### config.mk
export PLATFORM = sky130hd
export DESIGN_NAME = data_mem_ctrl
export DESIGN_NICKNAME = d
export VERILOG_FILES = /design/src/rtl/mem_pkg.sv /design/src/rtl/lane_align.sv /design/src/rtl/data_mem_ctrl.sv
export SDC_FILE = /design/constraint.sdc
export NUM_CORES = 1
export LEC_CHECK = 0
export ABC_AREA = 1
export ABC_CLOCK_PERIOD_IN_PS = 3500
export BUFFER_PORTS_ARGS = -buffer_cell sky130_fd_sc_hd__buf_4
export CAP_MARGIN = 10
export CORE_ASPECT_RATIO = 0.75
export CORE_UTILIZATION = 50
export DETAILED_ROUTE_END_ITERATION = 16
export GPL_TIMING_DRIVEN = 0
export PLACE_DENSITY = 0.8
export SLEW_MARGIN = 20
export SYNTH_ARGS = -nofsm -noshare
export SYNTH_HDL_FRONTEND = slang
export SYNTH_SLANG_ARGS = --single-unit
### constraint.sdc
create_clock -name clk -period 3.5 [get_ports clk]
set_input_delay 0 -clock clk [delete_from_list [all_inputs] [get_ports clk]]
set_output_delay 0 -clock clk [all_outputs]
set_load 0.01 [all_outputs]
### src/rtl/mem_pkg.sv
// Shared types and constants for the data memory controller.
// Latency: n/a (declarations only).
// Backpressure: n/a.
// Contents: FSM state enum, access-size encodings, misalignment helper.
package mem_pkg;

    typedef enum logic [1:0] {
        IDLE   = 2'b00,
        ACCESS = 2'b01,
        DONE   = 2'b10,
        ERR    = 2'b11
    } state_t;

    localparam logic [1:0] SIZE_BYTE    = 2'b00;
    localparam logic [1:0] SIZE_HALF    = 2'b01;
    localparam logic [1:0] SIZE_WORD    = 2'b10;
    localparam logic [1:0] SIZE_ILLEGAL = 2'b11;

    // True when the access does not sit on its natural boundary.
    function automatic logic misaligned(input logic [1:0] size, input logic [1:0] lo);
        return ((size == SIZE_HALF) && lo[0]) || ((size == SIZE_WORD) && (lo != 2'b00));
    endfunction

endpackage

### src/rtl/lane_align.sv
// Byte-lane steering: byte enables, store-data replication, load extraction/extension.
// Latency: purely combinational.
// Backpressure: none.
// Ports: addr_lo/size/zero_ext select the lane and extension; st_data -> st_lanes,
//        ld_raw -> ld_data; be is the bus byte-enable mask.
module lane_align
    import mem_pkg::*;
(
    input  logic [1:0]  addr_lo,
    input  logic [1:0]  size,
    input  logic        zero_ext,
    input  logic [31:0] st_data,
    input  logic [31:0] ld_raw,
    output logic [3:0]  be,
    output logic [31:0] st_lanes,
    output logic [31:0] ld_data
);

    logic [7:0]  ld_byte;
    logic [15:0] ld_half;

    always_comb begin
        case (addr_lo)
            2'd0:    ld_byte = ld_raw[7:0];
            2'd1:    ld_byte = ld_raw[15:8];
            2'd2:    ld_byte = ld_raw[23:16];
            default: ld_byte = ld_raw[31:24];
        endcase
        // Halves only look at addr[1]; an odd half address falls back to its aligned half.
        ld_half = addr_lo[1] ? ld_raw[31:16] : ld_raw[15:0];
    end

    always_comb begin
        be       = 4'b1111;
        st_lanes = st_data;
        ld_data  = ld_raw;
        case (size)
            SIZE_BYTE: begin
                be       = 4'b0001 << addr_lo;
                st_lanes = {4{st_data[7:0]}};
                ld_data  = zero_ext ? {24'h0, ld_byte} : {{24{ld_byte[7]}}, ld_byte};
            end
            SIZE_HALF: begin
                be       = addr_lo[1] ? 4'b1100 : 4'b0011;
                st_lanes = {2{st_data[15:0]}};
                ld_data  = zero_ext ? {16'h0, ld_half} : {{16{ld_half[15]}}, ld_half};
            end
            SIZE_WORD: begin
                be       = 4'b1111;
                st_lanes = st_data;
                ld_data  = ld_raw;
            end
            default: begin
                be       = 4'b1111;
                st_lanes = st_data;
                ld_data  = ld_raw;
            end
        endcase
    end

endmodule

### src/rtl/data_mem_ctrl.sv
// Core load/store to word bus bridge with byte lanes, timeout and error reporting.
// Latency: data_ready in the 3rd cycle counting the request cycle when bus_ack comes at once.
// Backpressure: waits on bus_ack up to TIMEOUT_CYCLES; core holds its request until data_ready.
// Ports: core side data_read/data_write/data_sign/data_size/data_addr/data_write_data in,
//        data_read_data/data_ready/error out; bus side bus_req/bus_we/bus_be/bus_addr/bus_wdata
//        out, bus_rdata/bus_ack in. Define MISALIGN_TRAP_EN to fault misaligned half/word accesses.
module data_mem_ctrl
    import mem_pkg::*;
#(
    parameter int TIMEOUT_CYCLES = 255
) (
    input  logic        clk,
    input  logic        rst,
    input  logic        data_read,
    input  logic        data_write,
    input  logic        data_sign,
    input  logic [1:0]  data_size,
    input  logic [31:0] data_addr,
    input  logic [31:0] data_write_data,
    output logic [31:0] data_read_data,
    output logic        data_ready,
    output logic        error,
    output logic        bus_req,
    output logic        bus_we,
    output logic [3:0]  bus_be,
    output logic [31:0] bus_addr,
    output logic [31:0] bus_wdata,
    input  logic [31:0] bus_rdata,
    input  logic        bus_ack
);

    localparam int CW = (TIMEOUT_CYCLES > 1) ? $clog2(TIMEOUT_CYCLES) : 1;
    localparam logic [CW-1:0] WAIT_LAST = CW'(TIMEOUT_CYCLES - 1);

    state_t        state;
    logic [1:0]    addr_lo_q;
    logic [1:0]    size_q;
    logic          sign_q;
    logic          write_q;
    logic [CW-1:0] wait_cnt;

    logic          req_bad;
    logic [1:0]    la_addr;
    logic [1:0]    la_size;
    logic [3:0]    la_be;
    logic [31:0]   la_wdata;
    logic [31:0]   la_rdata;

    always_comb begin
        req_bad = (data_read && data_write) || (data_size == SIZE_ILLEGAL);
`ifdef MISALIGN_TRAP_EN
        req_bad = req_bad || misaligned(data_size, data_addr[1:0]);
`endif
    end

    // One aligner serves both phases: live request fields while accepting in IDLE
    // (bus lanes), latched fields afterwards (load extraction).
    always_comb begin
        la_addr = (state == IDLE) ? data_addr[1:0] : addr_lo_q;
        la_size = (state == IDLE) ? data_size      : size_q;
    end

    lane_align u_lane_align (
        .addr_lo  (la_addr),
        .size     (la_size),
        .zero_ext (sign_q),
        .st_data  (data_write_data),
        .ld_raw   (bus_rdata),
        .be       (la_be),
        .st_lanes (la_wdata),
        .ld_data  (la_rdata)
    );

    always_ff @(posedge clk or posedge rst) begin
        if (rst) begin
            state          <= IDLE;
            addr_lo_q      <= 2'b00;
            size_q         <= SIZE_BYTE;
            sign_q         <= 1'b0;
            write_q        <= 1'b0;
            wait_cnt       <= '0;
            data_read_data <= 32'h0;
            data_ready     <= 1'b0;
            error          <= 1'b0;
            bus_req        <= 1'b0;
            bus_we         <= 1'b0;
            bus_be         <= 4'b0000;
            bus_addr       <= 32'h0;
            bus_wdata      <= 32'h0;
        end else begin
            case (state)
                IDLE: begin
                    data_ready <= 1'b0;
                    error      <= 1'b0;
                    if (data_read || data_write) begin
                        if (req_bad) begin
                            data_ready <= 1'b1;
                            error      <= 1'b1;
                            state      <= ERR;
                        end else begin
                            addr_lo_q <= data_addr[1:0];
                            size_q    <= data_size;
                            sign_q    <= data_sign;
                            write_q   <= data_write;
                            wait_cnt  <= '0;
                            bus_req   <= 1'b1;
                            bus_we    <= data_write;
                            bus_be    <= la_be;
                            bus_addr  <= {data_addr[31:2], 2'b00};
                            bus_wdata <= la_wdata;
                            state     <= ACCESS;
                        end
                    end
                end
                ACCESS: begin
                    if (bus_ack) begin
                        bus_req    <= 1'b0;
                        data_ready <= 1'b1;
                        if (!write_q) begin
                            data_read_data <= la_rdata;
                        end
                        state <= DONE;
                    end else if (wait_cnt == WAIT_LAST) begin
                        bus_req    <= 1'b0;
                        data_ready <= 1'b1;
                        error      <= 1'b1;
                        state      <= ERR;
                    end else begin
                        wait_cnt <= wait_cnt + 1'b1;
                    end
                end
                DONE: begin
                    data_ready <= 1'b0;
                    state      <= IDLE;
                end
                default: begin
                    data_ready <= 1'b0;
                    error      <= 1'b0;
                    state      <= IDLE;
                end
            endcase
        end
    end

endmodule

==> results.py <==
metrics = {
    "power_and_ir_drop": {
        "totalPowerFinal_mw": 8.30,
        "worst_ir_drop_vdd_v": 0.000547,
        "p_leak_nw": 5.03,
        "p_per_area_nw_per_um2": 905,
    },
    "logic_synthesis": {
        "synth_area_per_cell_sq_um": 7.40,
        "ys_seq_area_share_pct": 49.4,
        "synthCells": 801,
        "synth_ff_type": "dfrtp_1",
        "synth.ff_latch_count": 117,
        "netlist_area_sq_um": 5930,
        "async_flop_share_pct": 100,
        "ys_types": 37,
        "yosys_warnings": 0,
        "synth_edf_count": 0,
    },
    "setup_path": {
        "cp.required_ns": 3.81,
        "cp.arrival_ns": 2.91,
        "crit_type": "flip-flop to flip-flop",
        "crit_path_end_kind": "flip-flop",
        "cp_common_cell": "nand2_1",
        "path_buf_inv": 2,
        "cp_cell_sequence": "inv_2 > nand2_4 > nand2_1 > nand2_1 > nor2_4 > nand2_1 > nand3_1 > nand2_1 > dlygate4sd3_1 > nor2_1 > nor2_1",
        "crit_cells": 11,
        "critPathSlowestCell": "dlygate4sd3_1",
        "critPathMaxStageDelay_ns": 0.55,
        "crit_family": "simple AND/OR/NAND/NOR gates",
        "reg2reg_depth": 11,
        "startpoint_type": "flip-flop",
        "crit_path_max_fanout": 10,
    },
    "final_layout": {
        "fillers": 791,
        "ff_latch_area_sq_um": 2930,
        "drive_gt1_share_pct": 25.8,
        "n_antenna_cell": 0,
        "final_common_cell": "nand2_1",
        "final_cell_mix": "nand2_1 (340), buf_4 (208), dfrtp_1 (117), dlygate4sd3_1 (90), nor2_1 (86)",
        "multi_input_area_sq_um": 2500,
        "nets": 1223,
        "area_delta_synth_final_pct": 54.7,
    },
    "routing": {
        "drcViolationCount": 0,
        "wire_per_inst_um": 15.2,
        "routed_wl_mm": 19.6,
        "drt_pass1_iterations": 6,
        "drt.antenna.violating_nets": 0,
        "viasPerCell": 4.95,
        "drtIter0Drc": 406,
        "vias": 6384,
    },
    "floorplanning": {
        "num_rows": 34,
        "core_sq_um": 11600,
        "die_h_um": 96.3,
        "die-area_sq_um": 12300,
        "dieWidth_um": 128,
        "io-pin-count": 208,
        "start_util_pct": 51.2,
    },
    "timing": {
        "period_needed_ns": 2.61,
        "hold_viol": 0,
        "clock_skew_ns": 0.00741,
        "setup-violations-final": 0,
        "rsz0062_at_grt": "no",
        "maxSlewHeadroom_pct": 59.0,
        "fin_hold_ws_ns": 0.00913,
        "maxSlewViolCount": 0,
        "clock.fmax_ghz": 0.384,
        "tightest_slew_ns": 0.612,
        "finalCritPeriodShare_pct": 74.5,
    },
    "global_route": {
        "track_usage_pct": 32.6,
        "overflow": 0,
        "grt_max_degree": 74,
        "first_global_vias": 6025,
        "antenna_found_initial": 0,
        "grt_first_pass_wirelength_mm": 30.1,
    },
    "cts": {
        "post_cts.repair.setup_buffers": 0,
        "cts_tree": "yes",
        "cts_buffers": 17,
        "cts_sinks": 117,
        "cts.root.buffer_cell": "clkbuf_16",
        "clockBufferDepth": 2,
        "htree_levels": 4,
        "worst_skew_pair.late_latency_ns": 0.42,
        "path_clk_slew_ns": 0.06,
    },
    "run_status": {
        "status": "completed",
    },
    "worst_hold_path": {
        "hold_class": "input port to flip-flop",
        "min_path_cells": 7,
    },
    "job": {
        "max_cap_violations": 0,
    },
    "place": {
        "gp_congestion": 0.924,
        "post-dp-hpwl_mm": 12.7,
        "io_buffers": 205,
    },
}
## worst register-to-register path: stages, from the launching register on
cell and delay [ns]:
dfrtp_1 0.46, inv_2 0.16, nand2_4 0.10, nand2_1 0.07
nand2_1 0.13, nor2_4 0.27, nand2_1 0.30, nand3_1 0.17
nand2_1 0.06, dlygate4sd3_1 0.55, nor2_1 0.17, nor2_1 0.06
## sequential cells by signal (all words and copies together) (netlist names)
| name | count |
|---|---|
| error | 1 |
| bus_wdata | 32 |
| bus_be | 4 |
| write_q | 1 |
| state | 2 |
| data_ready | 1 |
| size_q | 2 |
| bus_req | 1 |
| data_read_data | 32 |
| sign_q | 1 |
| bus_addr | 30 |
| addr_lo_q | 2 |
| wait_cnt | 8 |
## cell families (layout without fill, tap and decap cells)
| group | Yosys count | after routing | share of synthesized area [%] |
|---|---|---|---|
| AOI/OAI and AO/OA | 65 | 65 | 5.87 |
| xor gates and xnor gates | 6 | 6 | 0.887 |
| adders and majority gates | 2 | 2 | 0.422 |
| buffers and inverters | 114 | 441 | 8.42 |
| DFF | 117 | 117 | 49.4 |
| muxes | 1 | 1 | 0.169 |
| other | 1 | 2 | 0.0633 |
| and+or+nand+nor | 495 | 495 | 34.8 |
## routing by layer
layer	GRT usage (%)	wire length [um]	vias to the layer above
li1	-	-	3077
met5	0	0	-
met2	53.3	9230	302
met3	8.95	1700	42
met4	12.9	484	0
met1	41.6	8160	2963
## repair_timing
action                    CTS  global route
hold endpoints to repair  129             0
hold buffers               90             0
gates resized for setup     0             0
## power by group
group / internal, mW / switching [mW]
sequential: 1.98 / 0.375
clock: 0.991 / 0.696
combinational: 1.79 / 2.47
## area by class of cell
class                           instances  share of cell area, %
Buffer                                 32                   2.09
Clock buffer                           17                   4.64
Clock inverter                         14                   1.51
Inverter                               82                   3.41
Multi-Input combinational cell        571                   27.3
Sequential cell                       117                   31.9
Tap cell                              162                   2.21
Timing Repair Buffer                  296                   26.9
## Yosys cell counts (3+ instances only)
library cell	n	area, sq um
nand4_1	4	25.0
clkbuf_1	13	48.8
inv_1	76	285
nand3_1	34	170
nor2_1	86	323
o21ai_1	3	15.0
buf_6	4	45.0
nand2_2	4	25.0
buf_2	11	55.1
nand2_1	340	1280
dfrtp_1	117	2930
or2_2	16	100
a31oi_1	8	50.1
xor2_1	4	35.0
a21oi_1	11	55.1
buf_4	3	22.5
inv_2	4	15.0
o21ai_0	38	190
## metrics by stage
stage | worst slack [ns] | setup TNS [ns] | area [sq um] | cells | util (%)
2_1_floorplan | 0.399 | 0 | 5930 | 802 | -
3_3_place_gp | -0.966 | -112.58 | 7670 | 1169 | 66.3
3_5_place_dp | 1.50 | 0 | 7700 | 1170 | 66.6
4_1_cts | 0.939 | 0 | 9170 | 1291 | 79.2
5_1_grt | 0.640 | 0 | 9170 | 1291 | 79.2
6_report | 0.893 | 0 | 9170 | 1291 | 79.2
## final timing paths
check                      slack [ns]          from                end
min                             0.009  bus_rdata[9]  data_read_data[9]
max reg2reg                      0.89      state[1]  data_read_data[2]
min reg2reg                      0.47  bus_addr[16]       bus_addr[16]
max in group asynchronous        2.66           rst      bus_wdata[23]
max                              0.89      state[1]  data_read_data[2]
min in group asynchronous        0.15           rst       bus_addr[11]
No activity file was read; power rests on OpenSTA's default activity.
